==> src/rtl/window_generator_fp16.sv <==
// window_generator_fp16
//   Streaming sliding-window former for FP16 raster-order pixels.
//   Holds WINDOW_HEIGHT-1 line buffers (IMAGE_WIDTH deep, addressed by column)
//   and a WINDOW_HEIGHT x WINDOW_WIDTH shift-register window. Outputs are
//   registered with a latency of one valid cycle.
//   Optional build macro: WINDOW_GENERATOR_EDGE_VALID_EN
//     defined   -> every pixel produces a window, with top/left zero padding
//     undefined -> only windows lying fully inside the frame are flagged valid
module window_generator_fp16 #(
   parameter int unsigned EXP_WIDTH     = 5,
   parameter int unsigned FRAC_WIDTH    = 10,
   parameter int unsigned FP_WIDTH_REG  = 1 + FRAC_WIDTH + EXP_WIDTH,
   parameter int unsigned WINDOW_WIDTH  = 2,
   parameter int unsigned WINDOW_HEIGHT = 1,
   parameter int unsigned IMAGE_WIDTH   = 640,
   parameter int unsigned IMAGE_HEIGHT  = 480
) (
   input  logic                                                         clk_i,
   input  logic                                                         rst_i,
   input  logic [FP_WIDTH_REG-1:0]                                      data_i,
   input  logic                                                         valid_i,
   output logic [WINDOW_HEIGHT-1:0][WINDOW_WIDTH-1:0][FP_WIDTH_REG-1:0] window_o,
   output logic [15:0]                                                  col_o,
   output logic [15:0]                                                  row_o,
   output logic                                                         valid_o
);

   localparam int unsigned ADDR_W = (IMAGE_WIDTH > 1) ? $clog2(IMAGE_WIDTH) : 1;

   logic [15:0]                                                  col_q;
   logic [15:0]                                                  row_q;
   logic [ADDR_W-1:0]                                            addr;
   logic                                                         col_last;
   logic                                                         row_last;
   logic                                                         qual;
   logic [WINDOW_HEIGHT-1:0][FP_WIDTH_REG-1:0]                   tap;
   logic [WINDOW_HEIGHT-1:0][WINDOW_WIDTH-1:0][FP_WIDTH_REG-1:0] win_nxt;

   assign addr     = col_q[ADDR_W-1:0];
   assign col_last = (col_q == 16'(IMAGE_WIDTH - 1));
   assign row_last = (row_q == 16'(IMAGE_HEIGHT - 1));

   // newest pixel always enters the bottom row of the window
   assign tap[WINDOW_HEIGHT-1] = data_i;

   generate
      if (WINDOW_HEIGHT > 1) begin : g_lb
         logic [WINDOW_HEIGHT-2:0][FP_WIDTH_REG-1:0] lb_rd;

         // chain of line buffers: stage k holds the row k+1 lines above the current one
         for (genvar k = 0; k < WINDOW_HEIGHT - 1; k++) begin : g_stage
            logic [FP_WIDTH_REG-1:0] mem [IMAGE_WIDTH];
            logic [FP_WIDTH_REG-1:0] wr;

            if (k == 0) begin : g_first
               assign wr = data_i;
            end else begin : g_next
               assign wr = lb_rd[k-1];
            end

            // asynchronous read returns the old word on the same edge that overwrites it
            assign lb_rd[k] = mem[addr];

            // write this stage on every accepted pixel; reset drops the pixel
            always_ff @(posedge clk_i) begin
               if (!rst_i && valid_i) begin
                  mem[addr] <= wr;
               end
            end
         end

         for (genvar i = 0; i < WINDOW_HEIGHT - 1; i++) begin : g_tap
            assign tap[i] = lb_rd[WINDOW_HEIGHT-2-i];
         end
      end
   endgenerate

   // next window: shift columns left and load the fetched column on the right
   always_comb begin
      win_nxt = window_o;
      for (int unsigned i = 0; i < WINDOW_HEIGHT; i++) begin
         for (int unsigned j = 0; j + 1 < WINDOW_WIDTH; j++) begin
            win_nxt[i][j] = window_o[i][j+1];
         end
         win_nxt[i][WINDOW_WIDTH-1] = tap[i];
      end
`ifdef WINDOW_GENERATOR_EDGE_VALID_EN
      // positions above/left of the frame are padded with +0.0; masking the whole
      // next window also clears columns shifted in from the previous row's tail
      for (int unsigned i = 0; i < WINDOW_HEIGHT; i++) begin
         for (int unsigned j = 0; j < WINDOW_WIDTH; j++) begin
            if ((row_q < 16'(WINDOW_HEIGHT - 1 - i)) || (col_q < 16'(WINDOW_WIDTH - 1 - j))) begin
               win_nxt[i][j] = '0;
            end
         end
      end
`endif
   end

`ifdef WINDOW_GENERATOR_EDGE_VALID_EN
   assign qual = 1'b1;
`else
   assign qual = (col_q >= 16'(WINDOW_WIDTH - 1)) && (row_q >= 16'(WINDOW_HEIGHT - 1));
`endif

   // raster counters and registered window outputs
   always_ff @(posedge clk_i) begin
      if (rst_i) begin
         window_o <= '0;
         col_o    <= '0;
         row_o    <= '0;
         valid_o  <= 1'b0;
         col_q    <= '0;
         row_q    <= '0;
      end else begin
         valid_o <= 1'b0;
         if (valid_i) begin
            window_o <= win_nxt;
            col_o    <= col_q;
            row_o    <= row_q;
            valid_o  <= qual;
            if (col_last) begin
               col_q <= '0;
               if (row_last) begin
                  row_q <= '0;
               end else begin
                  row_q <= row_q + 16'd1;
               end
            end else begin
               col_q <= col_q + 16'd1;
            end
         end
      end
   end

endmodule

==> config.mk <==
export PLATFORM = sky130hd
export DESIGN_NAME = window_generator_fp16
export DESIGN_NICKNAME = d
export VERILOG_FILES = /design/src/rtl/window_generator_fp16.sv
export SDC_FILE = /design/constraint.sdc
export NUM_CORES = 1
export LEC_CHECK = 0
export BUFFER_PORTS_ARGS = -buffer_cell sky130_fd_sc_hd__buf_4
export CAP_MARGIN = 20
export CORE_MARGIN = 2
export CORE_UTILIZATION = 50
export DETAILED_ROUTE_END_ITERATION = 6
export HOLD_SLACK_MARGIN = 0.03
export PLACE_DENSITY = 0.74
export SYNTH_ARGS = -nofsm -noshare
export SYNTH_HDL_FRONTEND = slang
export SYNTH_SLANG_ARGS = --single-unit
==> constraint.sdc <==
create_clock -name clk_i -period 7.05 [get_ports clk_i]
set_clock_uncertainty 0.2 [all_clocks]
set_input_delay 0.3525 -clock clk_i [delete_from_list [all_inputs] [get_ports clk_i]]
set_output_delay 0.3525 -clock clk_i [all_outputs]
set_load 0.01 [all_outputs]
Word level (Yosys, flattened, before mapping)
Cells that the tools add are included.
{"block": "word_totals", "reg_bits": 97, "inputBits": 19, "output_inout_bits": 65, "wordCells": 19}
{"block": "classes", "add_sub_neg": 2, "magnitude_cmp": 2, "eq_ne": 2, "mux": 2, "bitwise": 1, "n_reduce_logical": 3}
{"cell": "$add 16x1->16 const B", "count": 2}
{"cell": "$ge 16x1->1 const B", "count": 2}
{"cell": "$mux 16", "count": 2}
{"cell": "$eq 16x10->1 const B", "count": 1}
{"cell": "$eq 16x9->1 const B", "count": 1}
{"cell": "$reduce_and 2->1", "count": 1}
{"cell": "$reduce_or 2->1", "count": 1}
{"cell": "$logic_and 1x1->1", "count": 1}
{"cell": "$not 1->1", "count": 1}

Logic depth before layout (Yosys ltp)
Gate-level depths: netlist of the first run.
{"block": "depth", "word_depth": 2, "mapped_depth": 6, "ltp_nobuf": 5}

Worst setup path after synthesis of the first run
OpenSTA, ideal clock, no wires.
{"block": "synth_timing", "path_type": "flip-flop to flip-flop", "from": "reg col_q[11]", "to": "reg row_q[10]", "setup_ns": 0.121, "arrival_time_ns": 2.018, "required_time_ns": 6.729, "slack_ns": 4.711, "stages_incl_launch_ff": 6, "path_buffers": 1, "synth_period_minus_slack_ns": 2.339, "cell_sequence": "dfxtp_1 or4_1 or3_1 clkbuf_1 nor4_1 mux2_2"}
{"block": "synth_between", "elab_chain_cells": 2}
{"element": "start, declared", "line": "30", "source": "logic [15:0] col_q;"}
{"element": "start signal, assigned", "line": "130", "source": "col_q <= col_q + 16'd1;"}
{"element": "$eq 16x10->1", "line": "40", "source": "assign col_last = (col_q == 16'(IMAGE_WIDTH - 1));"}
{"element": "$reduce_and 2->1 (no source line)"}
{"element": "end signal, assigned", "line": "127", "source": "row_q <= row_q + 16'd1;"}
{"element": "end, declared", "line": "31", "source": "logic [15:0] row_q;"}
No other way between the ends.
A chain may end at the register's enable or synchronous reset.

Worst setup path in the final report of the first run
{"block": "layout_timing", "from": "reg col_q[0]", "to": "reg row_q[4]"}
Same word-level chain as after synthesis.

==> results of run 1 <==
## routing by layer
layer	share of wire (%)	up-vias
li1	-	1639
met1	44	1507
met2	51	65
met3	4.0	11
met4	1.4	0
met5	0	-
## critical path, cell delays in order, from the launching register on
cell,delay [ps]
dfxtp_1,440
ha_1,320
nand4_1,300
or4_4,710
or4_1,490
a21oi_1,160
## per-stage QoR
| stage | worst slack (ps) | power (mW) | area, um2 | util [%] |
|---|---|---|---|---|
| 3_3_place_gp | 4220 | 0.657 | 4630 | 59.9 |
| 5_1_grt | 4310 | 1.05 | 4970 | 64.3 |
| 6_report | 4360 | 1.01 | 4970 | 64.3 |
| 4_1_cts | 4260 | 1.02 | 4960 | 64.2 |
| 3_5_place_dp | 4170 | 0.659 | 4630 | 59.9 |
| 2_1_floorplan | 4710 | 0.627 | 4000 | - |
## area by class of cell
class | count | area share, %
flip-flops and latches | 97 | 39.1
multi-input cells | 293 | 38.2
repair buffers | 98 | 15.4
clock buffers | 10 | 2.77
well taps | 102 | 2.57
clock inverters | 6 | 1.31
inverters | 8 | 0.605
## Yosys cell counts (2+ instances only)
cell       n  area share (%)
nand3_1    9             1.1
a311oi_1   2            0.44
and4_1     2            0.44
buf_6      2            0.56
and3_1     2            0.31
nand4_1    8             1.3
o21ai_0    6            0.75
inv_1      8            0.75
mux2i_1   68              17
or3_1      6            0.94
a31oi_1    3            0.47
clkbuf_1  16             1.5
o211ai_1   6             1.1
or4_1      2            0.38
nor3_1     5            0.63
xnor2_1   10             2.2
dfxtp_1   97              49
nor2b_1    2            0.31
xor2_1     4            0.88
ha_1       4             1.3
nor4_1    13             2.0
a21oi_1    8             1.0
or4_4      2            0.56
buf_1     10            0.94
nor4b_1    2            0.44
nand2b_1   5            0.78
a211oi_1   2            0.38
nor2_1    91             8.5
nand2_1   21             2.0
mux2_2     2            0.56
## report_power, final
| group | total (mW) | switching [mW] | internal [mW] |
|---|---|---|---|
| sequential | 0.569 | 0.00988 | 0.559 |
| clock | 0.357 | 0.183 | 0.174 |
| combinational | 0.0825 | 0.0406 | 0.0419 |
| total | 1.01 | 0.234 | 0.775 |
## cells by family after synthesis
kind of cell,after synthesis
AO/OA/AOI/OAI,31
XOR/XNOR,14
adder cells (fa/ha/maj),4
buffers and inverters,38
flip-flops,97
multiplexers,70
AND/OR/NAND/NOR,174
## worst max-delay path by stage
| stage | end | slack [ps] | depth (start not counted) |
|---|---|---|---|
| after floorplan | row_q[10]$_SDFFE_PP0P_ | 4710 | 5 |
| after global placement | row_q[10]$_SDFFE_PP0P_ | 4220 | 6 |
| after detailed placement | row_q[9]$_SDFFE_PP0P_ | 4170 | 6 |
| after CTS | row_q[3]$_SDFFE_PP0P_ | 4260 | 5 |
| after global routing | row_q[4]$_SDFFE_PP0P_ | 4310 | 5 |
| final | row_q[4]$_SDFFE_PP0P_ | 4360 | 5 |
## placed cells by master, fill, tap and decap left out, types with 3 or more instances in the layout
master         count
xnor2_1           10
nand3_1            9
o211ai_1           6
xor2_1             4
nor4_1            13
nor3_1             5
a21oi_1            8
o21ai_0            6
a31oi_1            3
nand4_1            8
nand2b_1           5
mux2i_1           68
inv_1              8
dfxtp_1           97
clkbuf_8          10
ha_1               4
buf_4             84
or3_1              6
nor2_1            91
dlygate4sd3_1     13
nand2_1           21
## state kept, by name, indices dropped and copies added (netlist names)
signal    cells
row_o        16
valid_o       1
window_o     32
col_q        16
col_o        16
row_q        16
==> metrics, run 1 <==
status finished, final reports clean; clk sink count 97; H-tree levels 3; CTS resizes 0; Max Root-Sink Buffers 2; drt drc 0; Finish-stage setup viols 0; first-pass iteration count of the detailed router 4; antenna diode instance count 0; Setup TNS 0 ps; Startpoint Class flop; leakage 2.10 nW; DR vias 3222; number of cells produced by synthesis 428; full die area 0.00873 mm2; first-pass GRT wire length 13.6 mm; core area 0.00773 mm2; met2 Usage GRT 33.5%; Synth Area in Simple Gates 20.6%; final net count 530; GPL Wtd Cong 0.840; antenna violations before repair 0; hold path start data_i[15]; Achievable Freq 372 MHz; Worst Hold End window_o[31]$_SDFFE_PP0P_; minimum clock period 2690 ps; Seq/Total Area, Yosys 48.5%; Antenna Nets Post-Route 0; DP Wirelength 5.46 mm; Hold Crit Class input port to flop; largest family of logic cells by synthesized area simple AND/OR/NAND/NOR gates; Critical Path End Type flop; crit path from col_q[0]$_SDFFE_PP0P_; part of the cycle the worst path needs 38.2%; RSZ-0062 raised after global routing no; Adder-Cell Fraction of Synth Area 1.25%; Netlist cell types 40; Final Max Slew Viols 0; register area 0.00194 mm2; VDD IR-drop max 0.000143 V; WHS 43.6 ps; endpoints failing hold 0; clk slew on worst S/H paths 90 ps; Die Wd 93.4 um; WL final 8.25 mm; Post-synth EDFFs 0; worst reg-to-reg path cell count 5; fillcell total 655; multi-input logic area 0.00190 mm2; Total GRT Usage 19.3%; port bufs 83; largest net degree at the start of global routing 95; Setup CP Type flop to flop; met1 usage 23.5%; Vias/cell 5.25; num ports 84; Synth Area in Compound Gates 5.00%; portion of netlist area occupied by mux cells 17.6%; Worst R2R End row_q[4]$_SDFFE_PP0P_; Critical R2R Launch col_q[0]$_SDFFE_PP0P_; Synth-to-Final Area Change 24.1%; root buf cell clkbuf_8; layout cells sized above 1 20.7%; CTS tree done; syn_area_per_cell 9.35 um2; initial core utilization 51.8%; hold depth 3; Worst EP required 7130 ps; yosys warns 0; Syn Nets 451; worst slew pin tran 1090 ps; slack of the worst reg-to-reg path 4360 ps; M3 GR Usage 5.08%; xor/xnor cell area share of the yosys netlist 3.07%; busiest grt layer met2; fraction of registers with async set or reset after synthesis 0%; vias in the first global route 2903; Max-Cap Viols 0; register bit count reported by yosys 97; CP max FO 13; First DRT Iteration DRCs 111; Slew HR 27.5%; WL/cell 13.4 um; final cell count without fillers 614; Pwr Density 203 mW/mm2; # Post-CTS Setup Buffers 0; Post-CTS Hold Fix Bufs 13; area of the mapped netlist 0.00400 mm2; GRT overflow 0; Critical Path AT 2770 ps; row count 32; Clock Latency Late Sink 350 ps; CTS Buf Count 9; Placed Instances 584; ys flop type dfxtp_1; Die H 93.4 um
Power figures use the tool's default switching activity.
==> run 2, diff against run 1 <==
- CORE_UTILIZATION: 50 -> 49
- PLACE_DENSITY: 0.74 -> 0.76
- clock period: 7.05 -> 2.2 ns (I/O delays scaled with it)
==> run 2 against run 1 <==
The flow now finishes with violations (setup timing); combinational power rose to 3.5 times the previous value; routed wire length is 17% higher; highest routed layer unchanged; non-clock buffer count up 34; die area is 1.9% higher; final cell count is 5.7% higher; critical endpoint unchanged; hold slack improved by 240 ps.
==> metrics, run 2 (synthesized netlist as in run 1, its figures left out) <==
leakage 2.36 nW; Total GRT Usage 22.7%; H-tree levels 3; Final Max Slew Viols 0; Max Root-Sink Buffers 2; part of the cycle the worst path needs 103%; WL final 9.65 mm; busiest grt layer met2; antenna diode instance count 0; final cell count without fillers 649; VDD IR-drop max 0.000464 V; max FFs per register 32; WL/cell 14.9 um; Worst EP required 2300 ps; commonest cells after routing, fill and taps aside buf_4, dfxtp_1, nor2_1; antenna violations before repair 0; Die Wd 94.4 um; WHS 283 ps; clk slew on worst S/H paths 90 ps; worst slew pin tran 605 ps; CP max FO 6; clk sink count 97; Pwr Density 642 mW/mm2; Achievable Freq 440 MHz; met2 Usage GRT 38.5%; GPL Wtd Cong 0.813; Critical Path AT 2370 ps; fillcell total 612; endpoints failing hold 0; Die H 94.4 um; Antenna Nets Post-Route 0; pre-CTS WS -126 ps; minimum clock period 2270 ps; drt drc 0; Vias/cell 5.34; final net count 565; Max-Cap Viols 0; DP Wirelength 6.20 mm; initial core utilization 51.2%; first-pass iteration count of the detailed router 4; status complete, but fails checks; Synth-to-Final Area Change 35.5%; Slew HR 59.6%; Power Total 3.48 mW; DR vias 3464; first-pass GRT wire length 16.0 mm; core area 0.00781 mm2; Most flops, register window_o; Startpoint Class flop; Finish-stage setup viols 4; Setup CP Type flop to flop; met1 usage 27.9%; root buf cell clkbuf_8; row count 32; Placed Instances 610; commonest non-fill, non-tap cell in the layout buf_4; Setup WS post-layout -70.5 ps; full die area 0.00890 mm2; Hold Crit Class flop to flop; CTS tree done; CTS Buf Count 9; GRT overflow 0; Critical Path End Type flop; num ports 84; RSZ-0062 raised after global routing yes; vias in the first global route 3392; largest net degree at the start of global routing 68; port bufs 83; M3 GR Usage 6.07%; First DRT Iteration DRCs 193; failing checks setup timing; Clock Latency Late Sink 360 ps; layout cells sized above 1 28.0%
[run 2: layout make-up]
| class | count | area, um2 | share of cell area, % |
|---|---|---|---|
| timing repair buffer | 132 | 1060 | 19.6 |
| tap | 102 | 128 | 2.35 |
| multi-input combinational | 294 | 2020 | 37.2 |
| inverter | 8 | 30.0 | 0.554 |
| sequential | 97 | 1940 | 35.8 |
| clock inverter | 7 | 118 | 2.17 |
| clock buffer | 9 | 124 | 2.28 |
[run 2: through the flow]
| step | setup TNS, ps | util (%) | cell area, um2 |
|---|---|---|---|
| 6_report | -165 | 69.4 | 5420 |
| 5_1_grt | -481 | 69.4 | 5420 |
| 4_1_cts | -91.4 | 68.3 | 5330 |
| 3_5_place_dp | -317 | 62.2 | 4860 |
| 3_3_place_gp | -74.8 | 62.2 | 4860 |
| 2_1_floorplan | -257 | - | 4020 |
[run 2: worst max-delay path, stage by stage (launching register included)]
cell	delay (ps)
dfxtp_1	320
or4_4	560
or4_4	560
or4_4	440
a21oi_2	130
[run 2: power breakdown]
part           switching, mW  internal [mW]  total (mW)  leakage [nW]
Combinational          0.143          0.149       0.292          1.45
Sequential            0.0288           1.79        1.82         0.787
Clock                  0.611          0.757        1.37         0.124
Total                  0.783           2.70        3.48          2.36
[run 2: path summary, 6_finish.rpt]
check	to	slack, ps	startpoint	cells after the start
setup / recovery	row_q[4]$_SDFFE_PP0P_	-70	col_q[13]$_SDFFE_PP0P_	4
setup reg to reg	row_q[4]$_SDFFE_PP0P_	-70	col_q[13]$_SDFFE_PP0P_	4
hold reg to reg	col_o[2]$_SDFFE_PP0P_	280	col_o[2]$_SDFFE_PP0P_	2
hold / removal	col_o[2]$_SDFFE_PP0P_	280	col_o[2]$_SDFFE_PP0P_	2
[run 2: what timing repair did]
action | in CTS | in global routing
hold endpoints to repair | 21 | 0
hold buffers | 18 | 0
setup endpoints to repair | 8 | 27
resized for setup | 6 | 13
gates cloned | 1 | 0
pin swaps | 6 | 8
setup buffers | 2 | 2
[run 2: metal layers]
metal  wire (um)  vias to the layer above
li1            -                     1702
met2        4920                       87
met3         568                       13
met4         123                        0
met1        4040                     1662
met5           0                        -
==> run 3, diff against run 2 <==
- CORE_ASPECT_RATIO: not set -> 1.1
==> run 3 against run 2 <==
The run still ends with setup timing left; final cell count increased by 0.77%; clock power decreased by 15%; fmax increased by 0.84%; register-to-register slack improved by 20 ps; hold slack got worse by 220 ps; core utilization decreased by 2.2 points; critical endpoint unchanged; flip-flop and latch count unchanged; via count decreased by 2.1%.
==> metrics, run 3 (synthesized netlist as in run 1, its figures left out) <==
failing checks setup timing; Worst EP required 2300 ps; Critical Path End Type flop; Startpoint Class flop; Hold Crit Class input port to flop; full die area 0.00890 mm2; crit path from col_q[7]$_SDFFE_PP0P_; fillcell total 651; final cell count without fillers 654; Antenna Nets Post-Route 0; DR vias 3391; Max-Cap Viols 0; antenna violations before repair 0; Setup CP Type flop to flop; max FFs per register 32; endpoints failing hold 0; largest stage delay on the critical path 570 ps; first-pass GRT wire length 15.4 mm; Critical Path AT 2350 ps; CTS Buf Count 9; status complete, but fails checks; core area 0.00791 mm2; CTS tree done; minimum clock period 2250 ps; Slew HR 50.4%; most used cell, CP or4_4; Pwr Density 615 mW/mm2; worst slew pin tran 744 ps; Finish-stage setup viols 5; Total GRT Usage 21.0%; WL/cell 13.9 um; Most flops, register window_o; clk sink count 97; Power Total 3.27 mW; layout cells sized above 1 26.6%; first-pass iteration count of the detailed router 4; VDD IR-drop max 0.000371 V; DP Wirelength 6.12 mm; commonest non-fill, non-tap cell in the layout buf_4; WHS 65.8 ps; Achievable Freq 444 MHz; root buf cell clkbuf_8; commonest cells after routing, fill and taps aside buf_4, dfxtp_1, nor2_1; Critical R2R Launch col_q[7]$_SDFFE_PP0P_; WL final 9.08 mm; leakage 2.31 nW; vias in the first global route 3295; drt drc 0; num ports 84; GPL Wtd Cong 0.858; hold path start rst_i; final net count 564; CP max FO 6; GRT overflow 0; worst-path cell chain or4_4 > or4_4 > or4_1 > a21oi_1; Setup TNS -118 ps; CP delay by family, top simple AND/OR/NAND/NOR gates; Max Root-Sink Buffers 2; part of the cycle the worst path needs 102%; initial core utilization 50.6%; row count 34; First DRT Iteration DRCs 198; Buf+Inv Stages, Crit Path 0; Clock Latency Late Sink 360 ps; Die Wd 90.1 um; Synth-to-Final Area Change 33.0%; clk slew on worst S/H paths 90 ps; port bufs 83; Final Max Slew Viols 0; antenna diode instance count 0; pre-CTS WS -106 ps; H-tree levels 3; RSZ-0062 raised after global routing yes; largest net degree at the start of global routing 78; Setup WS post-layout -51.6 ps; Placed Instances 618; CP max-delay cell or4_4; Die H 98.8 um; Vias/cell 5.19
run 3: cell types whose count changed in the layout (fill, tap and decap cells not counted), sizes merged:
cell / change
dlygate4sd3: -1
clkinvlp: +2
inv: +1
clkinv: -1
bufinv: -2
run 3: worst paths after layout:
check                           endpoint  slack [ps]  depth (start not counted)
hold reg to reg    col_o[2]$_SDFFE_PP0P_         270                          2
setup / recovery   row_q[4]$_SDFFE_PP0P_         -50                          4
setup reg to reg   row_q[4]$_SDFFE_PP0P_         -50                          4
hold / removal    row_o[15]$_SDFFE_PP0P_          70                          2
run 3: stage by stage:
stage                     cell area (um2)  util, %
after detailed placement             4870     61.5
final                                5320     67.2
after CTS                            5280     66.7
after floorplan                      4020        -
after global routing                 5320     67.2
after global placement               4870     61.5
run 3: layout make-up:
type	count	area, um2	area share [%]
well taps	108	135	2.54
flip-flops and latches	97	1940	36.5
clock inverters	7	76.3	1.43
repair buffers	131	1040	19.5
multi-input cells	294	1970	37.1
clock buffers	9	124	2.33
inverters	8	30.0	0.565
run 3: per-layer routing:
layer | part of all wire, % | vias up | track usage, %
met3 | 3.4 | 15 | 4.13
met2 | 50 | 72 | 36.0
li1 | - | 1707 | -
met4 | 2.0 | 0 | 8.28
met1 | 44 | 1597 | 26.2
met5 | 0 | - | 0
run 3: timing repair:
| action | 4_1_cts | 5_1_grt |
|---|---|---|
| resized for setup | 5 | 5 |
| hold buffers | 17 | 0 |
| endpoints found under the hold margin | 17 | 0 |
| endpoints found under the setup margin | 9 | 27 |
| pin swaps | 3 | 7 |
| gates cloned | 1 | 0 |
| buffers inserted | 0 | 2 |
run 3: power by group:
part / total [mW] / internal, mW / leakage (nW) / switching [mW]
Sequential: 1.82 / 1.79 / 0.787 / 0.0289
Clock: 1.17 / 0.533 / 0.0962 / 0.633
Combinational: 0.286 / 0.147 / 1.42 / 0.139
